### src/rtl/fifo_wr_arbiter.sv
// fifo_wr_arbiter: round-robin, burst-locking arbiter sharing one FIFO write port.
// Every FIFO entry is tagged with the source requester ID in its upper bits.
//
// Ports:
//   clk_i               single clock, all state on posedge
//   resetn_i            synchronous active-low reset
//   req_valid_i         per-requester beat valid
//   req_last_i          per-requester last beat of burst (qualified by valid)
//   req_data_i          requester i payload at [i*DATAWIDTH +: DATAWIDTH]
//   req_ready_o         per-requester beat accept (only the granted bit can be set)
//   fifo_full_i         FIFO full, blocks writes in the same cycle
//   fifo_wr_o           FIFO write strobe
//   fifo_data_in_o      {grant_id, payload}, zero when no write
//   grant_id_o          currently / most recently granted requester
//   busy_o              high while a burst is granted
//   burst_truncated_o   one-cycle pulse after a burst is cut at MAX_BURST beats
//   stall_count_o       saturating count of cycles the granted beat was blocked by full
module fifo_wr_arbiter #(
    parameter int DATAWIDTH = 8,
    parameter int NUM_REQ   = 4,
    parameter int IDW       = $clog2(NUM_REQ),
    parameter int MAX_BURST = 16
) (
    input  logic                         clk_i,
    input  logic                         resetn_i,
    input  logic [NUM_REQ-1:0]           req_valid_i,
    input  logic [NUM_REQ-1:0]           req_last_i,
    input  logic [NUM_REQ*DATAWIDTH-1:0] req_data_i,
    output logic [NUM_REQ-1:0]           req_ready_o,
    input  logic                         fifo_full_i,
    output logic                         fifo_wr_o,
    output logic [IDW+DATAWIDTH-1:0]     fifo_data_in_o,
    output logic [IDW-1:0]               grant_id_o,
    output logic                         busy_o,
    output logic                         burst_truncated_o,
    output logic [15:0]                  stall_count_o
);

    typedef enum logic {
        IDLE  = 1'b0,
        BURST = 1'b1
    } state_e;

    state_e         state_q, state_d;
    logic [IDW-1:0] grant_q, grant_d;
    logic [IDW-1:0] last_q,  last_d;
    logic [7:0]     beat_q,  beat_d;
    logic           trunc_q, trunc_d;
    logic [15:0]    stall_q, stall_d;

    logic [DATAWIDTH-1:0] data_arr [NUM_REQ];

    for (genvar i = 0; i < NUM_REQ; i++) begin : g_unpack
        assign data_arr[i] = req_data_i[i*DATAWIDTH +: DATAWIDTH];
    end

    // Round-robin pick: walk upward from last_q+1 with an explicit wrap
    // compare so non-power-of-two NUM_REQ never indexes past the last requester.
    logic           pick_vld;
    logic [IDW-1:0] pick_idx;
    logic [IDW-1:0] cand;

    always_comb begin
        pick_vld = 1'b0;
        pick_idx = '0;
        cand     = last_q;
        for (int k = 0; k < NUM_REQ; k++) begin
            if (cand == IDW'(NUM_REQ - 1)) begin
                cand = '0;
            end else begin
                cand = cand + IDW'(1);
            end
            if (!pick_vld && req_valid_i[cand]) begin
                pick_vld = 1'b1;
                pick_idx = cand;
            end
        end
    end

    // Burst datapath; reset gates everything so a burst abandoned by reset
    // cannot emit a partial write in the reset cycle.
    logic       in_burst;
    logic       g_valid;
    logic       g_last;
    logic       xfer;
    logic       end_last;
    logic       end_max;
    logic [7:0] beat_inc;

    assign in_burst = (state_q == BURST) && resetn_i;
    assign g_valid  = req_valid_i[grant_q];
    assign g_last   = req_last_i[grant_q];
    assign xfer     = in_burst && g_valid && !fifo_full_i;
    assign beat_inc = beat_q + 8'd1;
    assign end_last = xfer && g_last;
    // A last beat landing exactly on MAX_BURST is a normal end, not a truncation.
    assign end_max  = xfer && !g_last && (beat_inc == 8'(MAX_BURST));

    always_comb begin
        req_ready_o = '0;
        if (in_burst && !fifo_full_i) begin
            req_ready_o[grant_q] = 1'b1;
        end
    end

    assign fifo_wr_o      = xfer;
    assign fifo_data_in_o = xfer ? {grant_q, data_arr[grant_q]} : '0;

    always_comb begin
        state_d = state_q;
        grant_d = grant_q;
        last_d  = last_q;
        beat_d  = beat_q;
        trunc_d = 1'b0;
        stall_d = stall_q;
        unique case (state_q)
            IDLE: begin
                if (pick_vld) begin
                    state_d = BURST;
                    grant_d = pick_idx;
                    last_d  = pick_idx;
                    beat_d  = '0;
                end
            end
            BURST: begin
                if (g_valid && fifo_full_i && (stall_q != 16'hFFFF)) begin
                    stall_d = stall_q + 16'd1;
                end
                if (xfer) begin
                    beat_d = beat_inc;
                end
                if (end_last || end_max) begin
                    state_d = IDLE;
                end
                trunc_d = end_max;
            end
            default: begin
                state_d = IDLE;
            end
        endcase
    end

    always_ff @(posedge clk_i) begin
        if (!resetn_i) begin
            state_q <= IDLE;
            grant_q <= '0;
            last_q  <= IDW'(NUM_REQ - 1);
            beat_q  <= '0;
            trunc_q <= 1'b0;
            stall_q <= '0;
        end else begin
            state_q <= state_d;
            grant_q <= grant_d;
            last_q  <= last_d;
            beat_q  <= beat_d;
            trunc_q <= trunc_d;
            stall_q <= stall_d;
        end
    end

    assign grant_id_o        = grant_q;
    assign busy_o            = (state_q == BURST);
    assign burst_truncated_o = trunc_q;
    assign stall_count_o     = stall_q;

endmodule

### config.mk
export PLATFORM = sky130hd
export DESIGN_NAME = fifo_wr_arbiter
export DESIGN_NICKNAME = d
export VERILOG_FILES = /design/src/rtl/fifo_wr_arbiter.sv
export SDC_FILE = /design/constraint.sdc
export NUM_CORES = 1
export LEC_CHECK = 0
export BUFFER_PORTS_ARGS = -buffer_cell sky130_fd_sc_hd__buf_2
export CAP_MARGIN = 20
export CORE_AREA = 8 8 83 85
export CTS_CLUSTER_DIAMETER = 200
export DETAILED_ROUTE_END_ITERATION = 8
export DIE_AREA = 0 0 91 93
export PLACE_DENSITY = 0.72
export SYNTH_ARGS = -nofsm -noshare
export SYNTH_HDL_FRONTEND = slang
export SYNTH_SLANG_ARGS = --single-unit
### constraint.sdc
create_clock -name clk_i -period 4.3 [get_ports clk_i]
set_input_delay 0.645 -clock clk_i [delete_from_list [all_inputs] [get_ports clk_i]]
set_output_delay 0.645 -clock clk_i [all_outputs]
set_load 0.03 [all_outputs]
==> qor.yml, run 1 <==
dpl.hpwl_mm: 4.07
ys_seq_elements: 30
ctsResizeCount: 0
cp-end-kind: "output port"
dieHeight_um: 93
ys_seq_area_frac: 0.294
synthTopCellsByArea: "dfxtp_1 (29%), mux4_2 (9.9%), and3_1 (6.1%), mux2i_1 (4.9%), nand2_1 (3.9%)"
critPathKind: "in2out"
p_total_uw: 672
maxSlewViolCount: 0
postRouteAntennaNets: 0
cap_violations: 0
crit_required_ns: 3.65
p_leak_nw: 1.25
avgViaCountPerCell: 5.21
final.min_clock_period_ns: 2.93
cp_max_fo: 37
synth_area_um2: 2040
yosys_most_used_dff: "dfxtp_1"
synth_cells: 219
clk_path_buf_depth: 2
start_kind: "input pin"
outcome: "complete, no violations"
area_delta_synth_final_pct: 26.3
yosysWarnings: 0
overflow: 0
yosysMostFrequentCell: "dfxtp_1"
clk_latency_ns: 0.28
drive_gt1_frac: 0.351
cts_hold_buf: 0
p_per_area_nw_per_um2: 261
die-area_um2: 8460
cts_buffers: 5
core.rowCount: 28
syn_avg_cell_area_um2: 9.32
remaining_drc_errors: 0
n_antenna_cell: 0
coreArea_um2: 5680
critPathArrivalTime_ns: 2.29
track_usage: 0.123
grt_pass1_wl_mm: 8.67
die_width_um: 91
hold_path.class: "reg2reg"
routed_wl_mm: 5.24
hold_slack_ns: 0.490
initial_utilization: 0.360
grt_max_degree: 38
tns_ns: 0
cts_setup_buffers: 0
htree_num_levels: 2
clock-root-buffer: "clkbuf_8"
synth_edf_count: 0
synth_nets: 266
hold_violations: 0
drtIter0Drc: 104
cts_tree: "built"
drtPass1Iterations: 4
routed-via-count: 1933
async_reset_ff_frac: 0
slew_headroom: 0.598
gp_congestion: 0.866
synthTopCellsByCount: "dfxtp_1 (30), nand2_1 (21), and3_1 (20)"
grt_setup_unrepaired: "false"
tightest_slew_ns: 0.602
yosysTopAreaCell: "dfxtp_1"
ys_types: 49
setup_ws_ns: 1.37
pre_cts_ws_ns: 1.38
numPortBuffers: 77
finalCritPeriodShare: 0.682
num-nets-final: 342
synth_top_area_frac: 0.294
fmax_ghz: 0.341
grt_pass1_vias: 1821
clkSinkCount: 30
clk_pin_slew_ns: 0.07
ir_drop_mv: 0.103
antenna_found_initial: 0
ios: 78
setup_viol: 0
finClkSkew_ns: 0.00653
routedWlPerCell_um: 14.1
cells by family (layout without fill, tap and decap cells):
family | count (synthesis) | after routing | synth area share
AND/OR/NAND/NOR | 104 | 104 | 0.297
AO/OA/AOI/OAI | 37 | 37 | 0.148
flip-flops | 30 | 30 | 0.294
multiplexers | 20 | 20 | 0.161
buffers and inverters | 14 | 91 | 0.0313
XOR/XNOR | 10 | 10 | 0.0429
adder cells (fa/ha/maj) | 4 | 4 | 0.0245
where the power goes:
group / switching (mW) / internal [mW] / total, mW / leakage (nW)
Combinational: 0.0738 / 0.0659 / 0.140 / 0.960
Sequential: 0.0122 / 0.285 / 0.297 / 0.243
Clock: 0.106 / 0.129 / 0.235 / 0.0482
Total: 0.192 / 0.480 / 0.672 / 1.25
layout make-up:
cell class / instances / area (um^2)
Inverter: 4 / 15.0
Fill cell: 561 / 3100
Multi-Input combinational cell: 175 / 1380
Clock inverter: 1 / 5.00
Clock buffer: 7 / 86.3
Timing Repair Buffer: 79 / 400
Sequential cell: 30 / 601
Tap cell: 75 / 93.8
layer usage:
metal	share of wire	GRT usage	routed length [um]
met1	0.43	0.137	2260
met2	0.51	0.213	2650
met3	0.051	0.0409	268
met4	0.010	0.0491	54
met5	0	0	0
placed cells by master (no fill, tap or decap), drive strengths merged, types with 3 or more instances in the layout:
cell type,n
buf,79
dfxtp,30
nand2,21
and3,20
nor2,14
mux2i,10
mux4,10
nand3,9
o21ai,9
xor2,8
nand2b,8
a21boi,8
nand4,7
clkbuf,7
and2,6
a31oi,4
nand3b,4
ha,4
inv,4
a21oi,4
nor3b,3
nor3,3
a2111oi,3
flip-flops by register name (all words and copies together) (netlist names):
register / flops
busy_o: 1
stall_count_o: 16
last_q: 2
burst_truncated_o: 1
beat_q: 8
grant_id_o: 2
worst max-delay path, cell delays in order:
cell     delay (ns)
buf_2          0.07
buf_4          0.30
and3b_1        0.44
nand2_1        0.34
inv_2          0.24
buf_2          0.23
metrics by stage:
| stage | instances | area, um^2 | util |
|---|---|---|---|
| 2_1_floorplan | 219 | 2040 | - |
| 3_3_place_gp | 363 | 2490 | 0.438 |
| 4_1_cts | 371 | 2580 | 0.454 |
| 5_1_grt | 371 | 2580 | 0.454 |
| 6_report | 371 | 2580 | 0.454 |
| 3_5_place_dp | 363 | 2490 | 0.438 |
worst paths after layout:
path         cells after the start  slack (ns)          start   endpoint
max reg2reg                      7        1.98  grant_id_o[0]  beat_q[3]
max                              6        1.37       resetn_i  fifo_wr_o
min reg2reg                      2        0.49      last_q[1]  last_q[1]
min                              2        0.49      last_q[1]  last_q[1]
Power figures use the tool's default switching activity.
==> inputs of run 2 (changes only) <==
ABC_AREA = 1   (was default)
CORE_AREA = 8 8 85 87   (was 8 8 83 85)
DIE_AREA = 0 0 93 95   (was 0 0 91 93)
PLACE_DENSITY = 0.74   (was 0.72)
clock period = 2.53 ns   (was 4.3 ns; I/O delays follow)
==> run 2 against run 1 <==
  * Setup slack worse by 1.1 ns
  * Hold slack worse by 0.091 ns
  * Clock skew is 0.00069 ns lower
  * Via count increased by 31%
  * Critical path depth is 3 higher
  * Routed wire length is 23% higher
  * First-iteration DRC count increased by 33%
  * Sequential power up 93%
  * Sequential cell count is the same
  * Clock-buffer cell count is 1 lower
  * Critical path type is now reg2out
  * Critical endpoint is now fifo_data_in_o[4]
  * Highest routed layer unchanged
==> qor.yml, run 2 <==
outcome: "complete, no violations"
cp-end-kind: "output port"
slew_headroom: 0.596
hold_violations: 0
dpl.hpwl_mm: 5.13
gp_congestion: 0.874
syn_avg_cell_area_um2: 6.18
crit_required_ns: 2.15
die-area_um2: 8840
wl_met3_um: 706
setup_viol: 0
tightest_slew_ns: 0.604
yosysMostFrequentCell: "nand2_1"
clk_pin_slew_ns: 0.06
p_leak_nw: 1.26
ys_seq_area_frac: 0.276
drive_gt1_frac: 0.238
yosysTopAreaCell: "dfxtp_1"
ys_seq_elements: 30
clkSinkCount: 30
layout.area.seq_um2: 603
drtIter0Drc: 138
synth_cells: 352
cts_buffers: 5
avgViaCountPerCell: 5.04
cap_violations: 0
ios: 78
clock-root-buffer: "clkbuf_8"
cts_hold_buf: 0
clk_path_buf_depth: 2
start_kind: "register"
async_reset_ff_frac: 0
maxSlewViolCount: 0
cp_max_fo: 18
numPortBuffers: 77
critPathArrivalTime_ns: 1.89
track_usage: 0.143
antenna_found_initial: 0
wl_met2_mm: 2.86
n_antenna_cell: 0
routedWlPerCell_um: 12.8
fmax_ghz: 0.440
wl_met1_mm: 2.76
dr.max_layer_used: "met4"
area_delta_synth_final_pct: 23.7
yosysWarnings: 0
final.min_clock_period_ns: 2.27
design_area_um2: 2690
postRouteAntennaNets: 0
synthTopCellsByArea: "dfxtp_1 (28%), nand2_1 (21%), a21oi_1 (5.8%), nand3_1 (5.5%), nor2_1 (5.5%)"
synth_area_um2: 2170
overflow: 0
core.rowCount: 28
num-nets-final: 476
largest_register_ffs: 16
critPathKind: "reg2out"
ys_types: 34
htree_num_levels: 2
yosys_most_used_dff: "dfxtp_1"
p_per_area_nw_per_um2: 726
fillers: 605
die_width_um: 93
clk_latency_ns: 0.28
drtPass1Iterations: 4
coreArea_um2: 5820
routed-via-count: 2537
dieHeight_um: 95
hold_path.class: "in2reg"
grt_pass1_wl_mm: 10.4
ir_drop_mv: 0.439
routed_wl_mm: 6.43
initial_utilization: 0.374
finalCritPeriodShare: 0.899
grt_pass1_vias: 2451
most-common-layout-cells: "nand2_1 (124), buf_2 (77), nor2_1 (32), dfxtp_1 (28), inv_1 (26)"
multiInputGateArea_um2: 1380
synth_nets: 399
synth_top_area_frac: 0.276
finClkSkew_ns: 0.00584
remaining_drc_errors: 0
synth_edf_count: 0
tns_ns: 0
synthTopCellsByCount: "nand2_1 (124), nor2_1 (32), dfxtp_1 (30)"
mostFrequentLayoutCell: "nand2_1"
placed_cell_area_um2: 2610
cts_tree: "built"
grt_setup_unrepaired: "false"
grt_max_degree: 20
[run 2: final cells by class]
class,count,share of cell area
multi-input cells,280,0.511
flip-flops and latches,30,0.224
repair buffers,80,0.152
inverters,32,0.0474
well taps,75,0.0349
clock buffers,6,0.0307
[run 2: final timing paths]
path / start / end / slack (ns) / depth (start not counted)
max: grant_id_o[1] / fifo_data_in_o[4] / 0.26 / 9
min: resetn_i / last_q[1] / 0.40 / 2
max reg2reg: stall_count_o[0] / stall_count_o[5] / 0.49 / 9
min reg2reg: beat_q[7] / beat_q[7] / 0.50 / 2
[run 2: cells by family (layout without fill, tap and decap cells)]
group                      Yosys count  count (layout)  share of synthesized area
AOI/OAI and AO/OA                   58              58                      0.151
xor gates and xnor gates            13              13                     0.0524
adders and majority gates            4               4                     0.0230
buffers and inverters               42             118                     0.0915
DFF                                 30              30                      0.276
and+or+nand+nor                    205             205                      0.406
[run 2: metal layers]
| metal | GRT usage | up-vias |
|---|---|---|
| li1 | - | 1304 |
| met1 | 0.156 | 1120 |
| met2 | 0.241 | 104 |
| met3 | 0.0579 | 9 |
| met4 | 0.0604 | 0 |
| met5 | 0 | - |
[run 2: critical path: stages, from the launching register on]
cell,delay [ns]
dfxtp_2,0.43
inv_4,0.07
nor2_4,0.20
nand2_1,0.08
nand2_1,0.08
nor2_2,0.07
nor2_8,0.17
inv_4,0.12
a31oi_1,0.16
buf_2,0.23
[run 2: timing repair]
action	4_1_cts	5_1_grt
buffers inserted	0	0
hold endpoints to repair	0	0
setup endpoints to repair	0	7
resized for setup	0	2
[run 2: power by group]
part	total, mW	leakage [nW]	switching, mW	internal [mW]
clock network	0.369	0.0431	0.160	0.209
registers	0.572	0.244	0.0589	0.513
logic	1.01	0.971	0.693	0.318
total	1.95	1.26	0.911	1.04
[run 2: stage by stage]
stage	hold slack (ns)	total power [mW]	util	instances	worst slack (ns)
finish	0.399	1.95	0.463	503	0.256
detailed placement	0.496	1.58	0.448	497	0.367
floorplan	0.446	1.37	-	352	0.0550
CTS	0.378	1.97	0.462	503	0.112
global route	0.401	2.14	0.463	503	0.0560
global placement	0.487	1.56	0.448	497	0.460
==> inputs of run 3 (changes only) <==
==> constraint.sdc (replaced) <==
create_clock -name clk_i -period 2.53 [get_ports clk_i]
set_input_delay 0.3795 -clock clk_i [delete_from_list [all_inputs] [get_ports clk_i]]
set_output_delay 0.3795 -clock clk_i [all_outputs]
set_load 0.05 [all_outputs]
==> run 3 against run 2 <==
  * Clock skew fell by 0.0041 ns
  * Global-route usage barely moved
  * Non-clock buffer count rose by 1
  * Sequential cell count did not move
  * First-iteration DRC count fell by 16%
  * Sequential power barely moved
  * Critical path type unchanged
  * Largest cell class unchanged
  * Largest power group unchanged
  * Highest routed layer unchanged
==> qor.yml, run 3 (synthesis gave the netlist of run 2 again) <==
antenna_found_initial: 0
mostFrequentLayoutCell: "nand2_1"
routed-via-count: 2500
clk_path_buf_depth: 2
drive_gt1_frac: 0.263
routedWlPerCell_um: 12.5
tns_ns: 0
track_usage: 0.143
cp-end-kind: "output port"
fillers: 623
final.min_clock_period_ns: 2.40
grt_max_degree: 20
outcome: "complete, no violations"
critPathKind: "reg2out"
htree_num_levels: 2
area_delta_synth_final_pct: 30.5
die_width_um: 93
clk_latency_ns: 0.28
numPortBuffers: 77
coreArea_um2: 5820
setup_ws_ns: 0.128
slew_headroom: 0.616
grt_setup_unrepaired: "false"
hold_violations: 0
remaining_drc_errors: 0
maxSlewViolCount: 0
largest_register_ffs: 16
ios: 78
cts_tree: "built"
cap_violations: 0
most-common-layout-cells: "nand2_1 (124), buf_2 (73), nor2_1 (30), dfxtp_1 (27), inv_1 (26)"
num-nets-final: 477
start_kind: "register"
dp_cells: 498
grt_pass1_vias: 2327
finClkSkew_ns: 0.00173
fmax_ghz: 0.416
initial_utilization: 0.374
routed_wl_mm: 6.33
drtIter0Drc: 116
clock-root-buffer: "clkbuf_8"
p_leak_nw: 1.26
p_per_area_nw_per_um2: 725
cp_max_fo: 18
tightest_slew_ns: 0.574
core.rowCount: 28
clk_pin_slew_ns: 0.06
r2r_setup_slack_ns: 0.49
drtPass1Iterations: 4
n_antenna_cell: 0
ir_drop_mv: 0.379
pre_cts_ws_ns: 0.290
dpl.hpwl_mm: 4.96
hold_path.class: "in2reg"
fin_cells: 505
clkSinkCount: 30
die-area_um2: 8840
crit_required_ns: 2.15
grt_pass1_wl_mm: 10.5
finalCritPeriodShare: 0.949
avgViaCountPerCell: 4.95
dieHeight_um: 95
cts_buffers: 5
gp_congestion: 0.866
postRouteAntennaNets: 0
fin_util: 0.488
critPathArrivalTime_ns: 2.02
setup_viol: 0
overflow: 0
[run 3: cell types whose count changed in the layout (fill, tap and decap cells not counted), moves of 2 or more]
cell,delta
a31oi_4,+8
buf_2,-4
a31oi_1,-8
clkbuf_4,+4
nor2_4,+2
nor2_1,-2
clkbuf_1,+2
[run 3: critical path, stage by stage, from the launching register on]
cell and delay, ns:
dfxtp_2 0.44, inv_4 0.08, nor2_4 0.22, nand2_2 0.06, nand2_1 0.08, nor2_2 0.07
nor2_8 0.17, inv_4 0.17, a31oi_4 0.16, buf_2 0.28
[run 3: metrics by stage]
| step | hold slack [ns] | cell area [um^2] | power, mW |
|---|---|---|---|
| after floorplan | 0.446 | 2320 | 1.50 |
| after global placement | 0.481 | 2750 | 1.69 |
| after detailed placement | 0.485 | 2750 | 1.71 |
| after CTS | 0.396 | 2830 | 2.07 |
| after global routing | 0.414 | 2840 | 2.23 |
| final | 0.398 | 2840 | 2.06 |
[run 3: area by class of cell]
| class | instances | area, um^2 | share of cell area |
|---|---|---|---|
| multi-input cells | 280 | 1510 | 0.532 |
| flip-flops and latches | 30 | 604 | 0.213 |
| repair buffers | 81 | 425 | 0.150 |
| inverters | 32 | 128 | 0.0450 |
| well taps | 75 | 93.8 | 0.0331 |
| clock buffers | 7 | 76.3 | 0.0269 |
[run 3: repair_timing]
item / in CTS / in global routing
buffers inserted: 0 / 0
hold buffers: 0 / 0
resized for setup: 0 / 4
hold endpoints to repair: 0 / 0
endpoints found under the setup margin: 0 / 4
[run 3: per-layer routing]
layer / global-route usage / wire (um)
met5: 0 / 0
met2: 0.247 / 2830
met4: 0.0362 / 50
met1: 0.166 / 2880
met3: 0.0476 / 568
[run 3: path summary, 6_finish.rpt]
check / startpoint / endpoint / cells after the start
max: grant_id_o[0] / fifo_data_in_o[5] / 9
min: resetn_i / last_q[1] / 2
max reg2reg: grant_id_o[0] / stall_count_o[10] / 11
min reg2reg: beat_q[7] / beat_q[7] / 2
[run 3: power by group]
part           total, mW  internal, mW  switching (mW)
Combinational       1.13         0.332           0.798
Sequential         0.573         0.514          0.0584
Clock              0.356         0.189           0.167
Total               2.06          1.04            1.02
